[src/rtl/accel_pkg.sv]
// ---------------------------------------------------------------------------
// accel_pkg
// Shared types and widths for the accelerator datapath blocks.
//   ADDR_WIDTH     : width of scratchpad addresses
//   DATA_WIDTH     : width of scratchpad read data
//   CNT_WIDTH      : width of job length / beat counters
//   reader_state_e : control states of addr_stream_reader
// ---------------------------------------------------------------------------
package accel_pkg;

    localparam int ADDR_WIDTH = 16;
    localparam int DATA_WIDTH = 32;
    localparam int CNT_WIDTH  = 16;

    typedef enum logic [1:0] {
        RD_IDLE,
        RD_RUN,
        RD_DRAIN
    } reader_state_e;

endpackage

[src/rtl/rd_data_fifo.sv]
// ---------------------------------------------------------------------------
// rd_data_fifo
// Synchronous first-word-fall-through FIFO that holds returned read data.
// Ports:
//   clk, rst        : clock, synchronous active-high reset
//   push_i, data_i  : write strobe and write data
//   pop_i           : removes the head entry (ignored when empty)
//   data_o          : head entry, zero while empty
//   full_o, empty_o : occupancy flags
//   count_o         : number of stored entries
// ---------------------------------------------------------------------------
module rd_data_fifo #(
    parameter int DEPTH = 4,
    parameter int WIDTH = 32
) (
    input  logic                     clk,
    input  logic                     rst,
    input  logic                     push_i,
    input  logic [WIDTH-1:0]         data_i,
    input  logic                     pop_i,
    output logic [WIDTH-1:0]         data_o,
    output logic                     full_o,
    output logic                     empty_o,
    output logic [$clog2(DEPTH):0]   count_o
);

    localparam int PW = $clog2(DEPTH);

    logic [WIDTH-1:0] storage_q [DEPTH];
    logic [PW-1:0]    wrPtr_q;
    logic [PW-1:0]    rdPtr_q;
    logic [PW:0]      count_q;
    logic             doPush;
    logic             doPop;

    assign full_o  = (count_q == (PW+1)'(DEPTH));
    assign empty_o = (count_q == '0);
    assign count_o = count_q;
    assign data_o  = empty_o ? '0 : storage_q[rdPtr_q];

    // A push into a full FIFO is allowed only when the head leaves in the
    // same cycle; the freed slot is exactly the one the write pointer names.
    assign doPop  = pop_i && !empty_o;
    assign doPush = push_i && (!full_o || doPop);

    // Pointer and occupancy bookkeeping; pointers wrap naturally because
    // DEPTH is a power of two.
    always_ff @(posedge clk) begin
        if (rst) begin
            wrPtr_q <= '0;
            rdPtr_q <= '0;
            count_q <= '0;
        end else begin
            if (doPush) begin
                wrPtr_q <= wrPtr_q + 1'b1;
            end
            if (doPop) begin
                rdPtr_q <= rdPtr_q + 1'b1;
            end
            case ({doPush, doPop})
                2'b10:   count_q <= count_q + 1'b1;
                2'b01:   count_q <= count_q - 1'b1;
                default: count_q <= count_q;
            endcase
            assert (!(push_i && full_o && !doPop));
        end
    end

    // Data storage needs no reset: only entries between the pointers are read.
    always_ff @(posedge clk) begin
        if (doPush) begin
            storage_q[wrPtr_q] <= data_i;
        end
    end

endmodule

[src/rtl/addr_stream_reader.sv]
// ---------------------------------------------------------------------------
// addr_stream_reader
// Accepts addresses from the address generator, issues one scratchpad read
// per address and returns the data in order on a valid/ready stream.
// A credit check (reads in flight + FIFO occupancy) keeps the output FIFO
// from ever overflowing.
// Ports:
//   clk, rst                    : clock, synchronous active-high reset
//   start, length               : job start pulse and beat count
//   busy, done                  : job in progress, job finished pulse
//   addr, addr_valid, addr_ready: incoming address stream
//   mem_en, mem_addr, mem_rdata : scratchpad read port
//   data_out, data_valid,
//   data_ready, data_last       : outgoing data stream
// ---------------------------------------------------------------------------
module addr_stream_reader
    import accel_pkg::*;
#(
    parameter int FIFO_DEPTH   = 4,
    parameter int READ_LATENCY = 1
) (
    input  logic                  clk,
    input  logic                  rst,
    input  logic                  start,
    input  logic [CNT_WIDTH-1:0]  length,
    output logic                  busy,
    output logic                  done,
    input  logic [ADDR_WIDTH-1:0] addr,
    input  logic                  addr_valid,
    output logic                  addr_ready,
    output logic                  mem_en,
    output logic [ADDR_WIDTH-1:0] mem_addr,
    input  logic [DATA_WIDTH-1:0] mem_rdata,
    output logic [DATA_WIDTH-1:0] data_out,
    output logic                  data_valid,
    input  logic                  data_ready,
    output logic                  data_last
);

    localparam int CW = $clog2(FIFO_DEPTH) + 1;

    reader_state_e         state_q, state_d;
    logic [CNT_WIDTH-1:0]  length_q, length_d;
    logic [CNT_WIDTH-1:0]  issued_q, issued_d;
    logic [CNT_WIDTH-1:0]  popped_q, popped_d;
    logic [CW-1:0]         inflight_q, inflight_d;
    logic [READ_LATENCY-1:0] readPipe_q, readPipe_d;
    logic                  done_q, done_d;

    logic                  accept;
    logic                  pushEn;
    logic                  popEn;
    logic                  fifoFull;
    logic                  fifoEmpty;
    logic [CW-1:0]         fifoCount;
    logic [CW:0]           creditUsed;

    rd_data_fifo #(
        .DEPTH (FIFO_DEPTH),
        .WIDTH (DATA_WIDTH)
    ) u_fifo (
        .clk     (clk),
        .rst     (rst),
        .push_i  (pushEn),
        .data_i  (mem_rdata),
        .pop_i   (popEn),
        .data_o  (data_out),
        .full_o  (fifoFull),
        .empty_o (fifoEmpty),
        .count_o (fifoCount)
    );

    // Every read either sits in the latency pipe or in the FIFO, so their
    // sum is the number of FIFO slots already promised.
    assign creditUsed = {1'b0, inflight_q} + {1'b0, fifoCount};

    assign addr_ready = (state_q == RD_RUN) && (issued_q < length_q)
                        && (creditUsed < (CW+1)'(FIFO_DEPTH));
    assign accept     = addr_valid && addr_ready;
    assign mem_en     = accept;
    assign mem_addr   = accept ? addr : '0;

    assign pushEn     = readPipe_q[READ_LATENCY-1];
    assign data_valid = !fifoEmpty;
    assign popEn      = data_valid && data_ready;
    assign data_last  = data_valid && (popped_q == length_q - 1'b1);
    assign busy       = (state_q != RD_IDLE);
    assign done       = done_q;

    // Next-state logic: job control, beat counters, credits and the read
    // latency pipe. The credit rule means pushEn never meets a full FIFO.
    always_comb begin
        state_d    = state_q;
        length_d   = length_q;
        issued_d   = issued_q + CNT_WIDTH'(accept);
        popped_d   = popped_q + CNT_WIDTH'(popEn);
        inflight_d = inflight_q;
        done_d     = 1'b0;
        readPipe_d = '0;

        readPipe_d[0] = accept;
        for (int i = 1; i < READ_LATENCY; i++) begin
            readPipe_d[i] = readPipe_q[i-1];
        end

        case ({accept, pushEn})
            2'b10:   inflight_d = inflight_q + 1'b1;
            2'b01:   inflight_d = inflight_q - 1'b1;
            default: inflight_d = inflight_q;
        endcase

        case (state_q)
            RD_IDLE: begin
                if (start) begin
                    if (length != '0) begin
                        state_d  = RD_RUN;
                        length_d = length;
                        issued_d = '0;
                        popped_d = '0;
                    end else begin
                        done_d = 1'b1;
                    end
                end
            end
            RD_RUN: begin
                if (issued_q == length_q) begin
                    state_d = RD_DRAIN;
                end
            end
            RD_DRAIN: begin
                if (popEn && data_last) begin
                    state_d = RD_IDLE;
                    done_d  = 1'b1;
                end
            end
            default: begin
                state_d = RD_IDLE;
            end
        endcase
    end

    // State register; reset drops any reads still in the latency pipe.
    always_ff @(posedge clk) begin
        if (rst) begin
            state_q    <= RD_IDLE;
            length_q   <= '0;
            issued_q   <= '0;
            popped_q   <= '0;
            inflight_q <= '0;
            readPipe_q <= '0;
            done_q     <= 1'b0;
        end else begin
            state_q    <= state_d;
            length_q   <= length_d;
            issued_q   <= issued_d;
            popped_q   <= popped_d;
            inflight_q <= inflight_d;
            readPipe_q <= readPipe_d;
            done_q     <= done_d;
        end
    end

endmodule
[config.mk]
export PLATFORM = sky130hd
export DESIGN_NAME = addr_stream_reader
export DESIGN_NICKNAME = d
export VERILOG_FILES = /design/src/rtl/accel_pkg.sv /design/src/rtl/rd_data_fifo.sv /design/src/rtl/addr_stream_reader.sv
export SDC_FILE = /design/constraint.sdc
export NUM_CORES = 1
export LEC_CHECK = 0
export BUFFER_PORTS_ARGS = -buffer_cell sky130_fd_sc_hd__buf_2
export CORE_ASPECT_RATIO = 1.1
export CORE_MARGIN = 2
export CORE_UTILIZATION = 45
export DETAILED_ROUTE_END_ITERATION = 7
export PLACE_DENSITY = 0.71
export SYNTH_ARGS = -nofsm -noshare
export SYNTH_HDL_FRONTEND = slang
export SYNTH_SLANG_ARGS = --single-unit
[constraint.sdc]
create_clock -name clk -period 3.5 [get_ports clk]
set_clock_uncertainty 0.05 [all_clocks]
set_input_delay 0.525 -clock clk [delete_from_list [all_inputs] [get_ports clk]]
set_output_delay 0.525 -clock clk [all_outputs]
set_load 0.01 [all_outputs]
# Yosys cells after proc, flatten, opt, wreduce, memory -nomap -nowiden
# Memory sizes are Yosys's and may differ from the RTL's. A register that Yosys moved wholly into a read port is not among the register bits.
# Index checks and enable logic that the tools add are counted.
# totals
latch_bits,0
output_inout_bits,54
mem_bits_rw,128
elab_cells,78
rom_bits,0
inputBits,69
register_bits,62
n_memories,1
# op_classes
muxes,23
n_shift,0
mul,0
div_mod_pow,0
bitwise_logic,0
reduce_logical,19
n_eq_ne,13
addsub,10
n_lt_le_gt_ge,2
# memory_table
name,words,width,rd,rd_ports_with_merged_regs,write_ports,line_no,text
u_fifo.storage_q,4,32,1,1,1,rd_data_fifo.sv:29,logic [WIDTH-1:0] storage_q [DEPTH];
# ops
op,n
16-bit 2-to-1 mux,7
16-bit by 1-bit adder with 16-bit output,2
16-bit equality test,2
32-bit 2-to-1 mux,1
16-bit less-than comparator,1
16-bit nonzero test,1
"16-bit by 1-bit subtractor with 16-bit output, second input constant",1
2-bit 2-to-1 mux,6
3-bit case mux with 2 select lines,2
1-bit logical AND,8
"3-bit by 1-bit adder with 3-bit output, second input constant",2
"2-bit by 1-bit equality test with 1-bit output, second input constant",3
"2-bit equality test, second input constant",3
"2-bit != test, second input constant",3
2-bit case mux with 3 select lines,1
2-bit nonzero test,3
"3-bit by 1-bit subtractor with 3-bit output, second input constant",2
1-bit 2-to-1 mux,5
"2-bit by 1-bit adder with 2-bit output, second input constant",2
3-bit by 3-bit adder with 4-bit output,1
"4-bit by 3-bit less-than comparator with 1-bit output, second input constant",1
4-bit AND reduction,1
"3-bit equality test, second input constant",1
3-bit zero test,1
6 further kinds,7

# Depth between registers and ports, before layout
# logic_depth
ltp_word,8
mapped_depth,19
mapped_depth_nobuf,17

# By module
# From an unflattened synthesis, not the netlist that was laid out.
# unflattened
hier_cells,673
area_unflattened_um2,8919.8
# by_module_without_submodules
mod,instances,cells_per_inst,seq_area_each_um2,area_each_um2
rd_data_fifo,1,257,4023.9,5449.0
addr_stream_reader,1,416,1101.1,3470.8

# Least setup slack after synthesis
# OpenSTA, ideal clock, no wires.
# synth_timing
path_type,reg-to-reg
from,register length_q[2]
to,register issued_q[12]
arrival_time_ns,3.373
synth_period_minus_slack_ns,3.494
path_buffers,2
stages_incl_launch_ff,19
required_time_ns,3.379
slack_ns,0.006
setup_time_ns,0.071
path_cell_list,dfxtp_1 -> clkbuf_1 -> inv_1 -> ha_1 -> a21o_1 -> a21oi_1 -> o21ai_0 -> a21oi_1 -> o21ai_0 -> a21oi_1 -> clkbuf_1 -> and2_1 -> ha_1 -> ha_1 -> nand3_1 -> nor2_1 -> nand3_1 -> or3_1 -> a21oi_1
# synth_between
elab_chain_cells,8
# synth_lines
element,line_no,text
"start, declared",addr_stream_reader.sv:43,"logic [CNT_WIDTH-1:0] length_q, length_d;"
"start signal, assigned",addr_stream_reader.sv:154,length_q <= length_d;
16-bit less-than comparator *,addr_stream_reader.sv:77,assign addr_ready = (state_q == RD_RUN) && (issued_q < length_q)
1-bit logical AND *,addr_stream_reader.sv:77,
1-bit logical AND *,addr_stream_reader.sv:78,&& (creditUsed < (CW+1)'(FIFO_DEPTH));
via addr_ready,addr_stream_reader.sv:30,"output logic addr_ready,"
1-bit logical AND *,addr_stream_reader.sv:79,assign accept = addr_valid && addr_ready;
via mem_en,addr_stream_reader.sv:31,"output logic mem_en,"
16-bit by 1-bit adder with 16-bit output *,addr_stream_reader.sv:95,issued_d = issued_q + CNT_WIDTH'(accept);
16-bit 2-to-1 mux,addr_stream_reader.sv:115,if (length != '0) begin
16-bit 2-to-1 mux,addr_stream_reader.sv:114,if (start) begin
16-bit 2-to-1 mux *,addr_stream_reader.sv:112,case (state_q)
"end signal, assigned",addr_stream_reader.sv:155,issued_q <= issued_d;
"end, declared",addr_stream_reader.sv:44,"logic [CNT_WIDTH-1:0] issued_q, issued_d;"
# The timed path passes the listed nets; every way through them passes the cells marked *.
# A chain may end at the register's enable or synchronous reset.

# Worst setup path after layout
# layout_timing
from,register length_q[0]
to,output data_last
# layout_between
elab_chain_cells,3
# layout_lines
element,line_no,text
16-bit by 1-bit subtractor with 16-bit output,addr_stream_reader.sv:86,assign data_last = data_valid && (popped_q == length_q - 1'b1);
16-bit equality test,addr_stream_reader.sv:86,
1-bit logical AND,addr_stream_reader.sv:86,
"end, declared",addr_stream_reader.sv:37,output logic data_last
# No other way between the ends.

==> results by group <==
Timing
  • Final worst slack: 0.147 ns
  • Slew margin rel.: between 40 and 50%
  • Max Slew Vio Count: 0
  • Least-Margin Pin Slew: 0.754 ns
  • RSZ-0062 raised after global routing: false
  • Fin crit share: between 90% and 100%
  • Highest clock rate: 298 MHz
  • Final Hold Fails: 0
  • Setup TNS: 0 ns
  • Final setup viols: 0
  • Tmin final: roughly 3.4 ns
  • Hold WS: 0.255 ns

Worst setup path
  • Setup slack, reg-to-reg: 0.30 ns
  • Crit path depth: 9
  • Critical path launch point type: flop
  • Critical path arrival: 2.78 ns
  • CP peak stage delay: 0.49 ns
  • CP top delay family: simple AND/OR/NAND/NOR gates
  • Critical path type: reg2out
  • Crit path capture type: primary output
  • Crit Path Max Fanout: 7
  • CP required: 2.92 ns
  • Reg-to-reg startpoint: length_q[9]$_SDFFE_PP0P_
  • Worst path bufs/invs: 2
  • R2R cell count: 16
  • Critical-path top delay cell: or4b_4
  • Crit-path cells: inv_1 -> ha_2 -> or4b_4 -> nor3_2 -> mux2_2 -> nand4_1 -> a211o_1 -> nor4b_4 -> buf_2
  • Worst R2R End: issued_q[12]$_SDFF_PP0_

Logic synthesis
  • FFs w/ async S/R, synth: 0%
  • Top cell type's share of synthesized area: 44.6%
  • Mapped cell area: around 8600 um2
  • Ys flop type: edfxtp_1
  • Post-Synthesis Cells: 659
  • EDFF count, synth: 128
  • Synth area leaders: edfxtp_1, dfxtp_1, mux4_2
  • Synth Warn #: 0
  • Synthesized flop and latch total: 192
  • Post-Syn Nets: 759
  • Synth cell types: 50
  • Synth area leader: edfxtp_1
  • Syn Area/Cell: 13.1 um2
  • Post-synthesis sequential area ratio: 59.5%

Routing
  • 1st-iter DRT viols: between 200 and 300
  • Routed WL per cell: 16.0 um
  • Antenna violation net count after detailed routing: 0
  • Drt via density: 5.27
  • Via count: approximately 5,500
  • # DRC: 0
  • First-pass DRT Iterations: 5
  • Final wirelength: ~17,000 um

Placed design
  • Post-place setup slack: 0.159 ns
  • Port Buffers: 122
  • Routability cong.: 0.812
  • Post-detail-place hpwl: roughly 11,000 um

Min path
  • Hold Path Sink: u_fifo.storage_q[2][7]$_DFFE_PP_
  • WHS Path Cells: 1
  • Min-delay src: mem_rdata[7]
  • Type of the worst min-delay path: in2reg

CTS
  • H-tree levels: 4
  • CTS sink cnt: 192
  • Maximum clock insertion buffer count: 2
  • Root Driver: clkbuf_16
  • TritonCTS clock tree: yes
  • Reg clk slew, reported paths: 0.07 ns
  • Post-CTS setup buffer count: 0
  • Num CTS Buffers: 17
  • Clk_lat worst skew: approximately 0.43 ns

Pwr
  • PD cells: slightly above 500 nW/um2
  • Power Total: 0.00514 W
  • Max VDD drop: between 0.3 and 0.4 mV
  • Leak pwr: 3.91 nW

Global route
  • Largest net degree at the start of global routing: 35
  • First-pass GRT wire length: 27,300 um
  • Vias in the first global route: approximately 5,500
  • Gr usage total: 17.3%
  • GRT Residual Overflow: 0
  • Initial antenna violation count: 0

Final layout
  • Layout area overhead: 18.1%
  • Layout cells sized above 1: a little over a quarter
  • Final nets: 883
  • Number of fill cells in the layout: 1,611
  • Diode count: 0

Flow run
  • Max Cap Viol: 0

Floorplanning
  • Core footprint: 19,000 um2
  • Cell Rows: 53
  • Starting Density: 45.4%
  • Die width: about 140 um
  • Die Area: between 20,000 and 25,000 um2
  • Die height: 149 um
  • I/O pin cnt: between 100 and 150

Outcome
  • Outcome: finished, final reports clean
==> what timing repair did <==
| item | in CTS | in global routing |
|---|---|---|
| resized for setup | 1 | 12 |
| pin swaps | 0 | 2 |
| setup endpoints to repair | 1 | 6 |
| hold buffers | 0 | 0 |
==> worst max-delay path by stage <==
stage                         endpoint  slack [ns]                      from
6_report                     data_last        0.15  length_q[0]$_SDFFE_PP0P_
5_1_grt        issued_q[12]$_SDFF_PP0_      0.0009  length_q[9]$_SDFFE_PP0P_
4_1_cts                      data_last        0.06  length_q[1]$_SDFFE_PP0P_
3_5_place_dp   issued_q[12]$_SDFF_PP0_        0.16  length_q[9]$_SDFFE_PP0P_
3_3_place_gp   issued_q[12]$_SDFF_PP0_        0.32  length_q[9]$_SDFFE_PP0P_
2_1_floorplan  issued_q[12]$_SDFF_PP0_       0.006  length_q[2]$_SDFFE_PP0P_
==> cell type report <==
type / count / area, um2 / area share [%]
clock buffers: 17 / 425 / 4.18
clock inverters: 14 / 161 / 1.59
inverters: 36 / 135 / 1.33
multi-input cells: 400 / 3270 / 32.1
flip-flops and latches: 192 / 5130 / 50.4
well taps: 247 / 309 / 3.04
repair buffers: 136 / 741 / 7.28
==> where the power goes <==
group          internal (W)  total, W  switching [W]
logic              0.000358  0.000768       0.000410
registers           0.00247   0.00252      0.0000509
clock network      0.000956   0.00186       0.000902
total               0.00378   0.00514        0.00136
==> layout by cell type, fill, tap and decap left out, types with 4 or more instances in the layout <==
master	instances
clkinv_8	4
clkbuf_16	17
a21o_1	4
o21ai_0	9
or3_1	7
a21oi_1	19
buf_2	122
and2_1	38
nand2_1	15
xor2_1	25
mux2i_1	17
buf_4	12
edfxtp_1	128
inv_1	35
mux4_2	32
nor2_1	70
nand2b_1	4
nor4_1	8
ha_1	28
xnor2_1	24
nor3_1	6
and3_1	22
nand3_1	21
dfxtp_1	61
inv_8	4
nand4_1	10
==> per-stage QoR <==
stage          utilization [%]  instances  instance area (um2)
6_report                  53.6       1042                10200
5_1_grt                   53.6       1042                10200
4_1_cts                   53.4       1042                10100
3_5_place_dp              50.3       1011                 9540
3_3_place_gp              50.3       1011                 9540
2_1_floorplan                -        659                 8610
==> per-layer routing <==
metal,track usage [%],vias up,part of all wire (%)
met5,0,-,0
met4,4.27,0,1.0
met3,3.53,15,5.6
met2,30.3,166,49
met1,22.2,2662,44
li1,-,2652,-
==> synth_stat cells, drive strengths merged, types with 2 or more instances <==
master    n
edfxtp  128
fa        2
buf       6
and2     38
nor4b     2
nand2    15
or3       7
nor4      8
mux2      2
nand4b    2
inv      36
nand2b    4
dfxtp    64
a21o      4
xor2     25
ha       29
a22o      2
o21a      2
mux4     32
o21ai     9
and3b     2
and3     22
clkbuf   25
mux2i    17
nor3      8
o22ai     3
nand4    10
xnor2    24
or4       2
nor2     73
nand3    22
a21oi    20
==> flip-flops by register name, summed over array words and instances (netlist names), named ones only <==
signal and cells:
done 1, popped_q 16, issued_q 16, u_fifo.rdPtr_q 2
u_fifo.count_o 3, state_q 2, u_fifo.storage_q 128, u_fifo.wrPtr_q 2
pushEn 1, length_q 16, inflight_q 3
==> logic make-up (layout without fill, tap and decap cells) <==
family,count (synthesis),count (layout),share of synthesized area (%)
AND/OR/NAND/NOR,218,218,13.3
flip-flops,192,192,59.5
buffers and inverters,67,203,3.04
multiplexers,51,51,10.6
AO/OA/AOI/OAI,50,50,3.66
XOR/XNOR,50,50,5.24
adder cells (fa/ha/maj),31,31,4.68
Note: power is estimated with default switching activity, not from simulation.
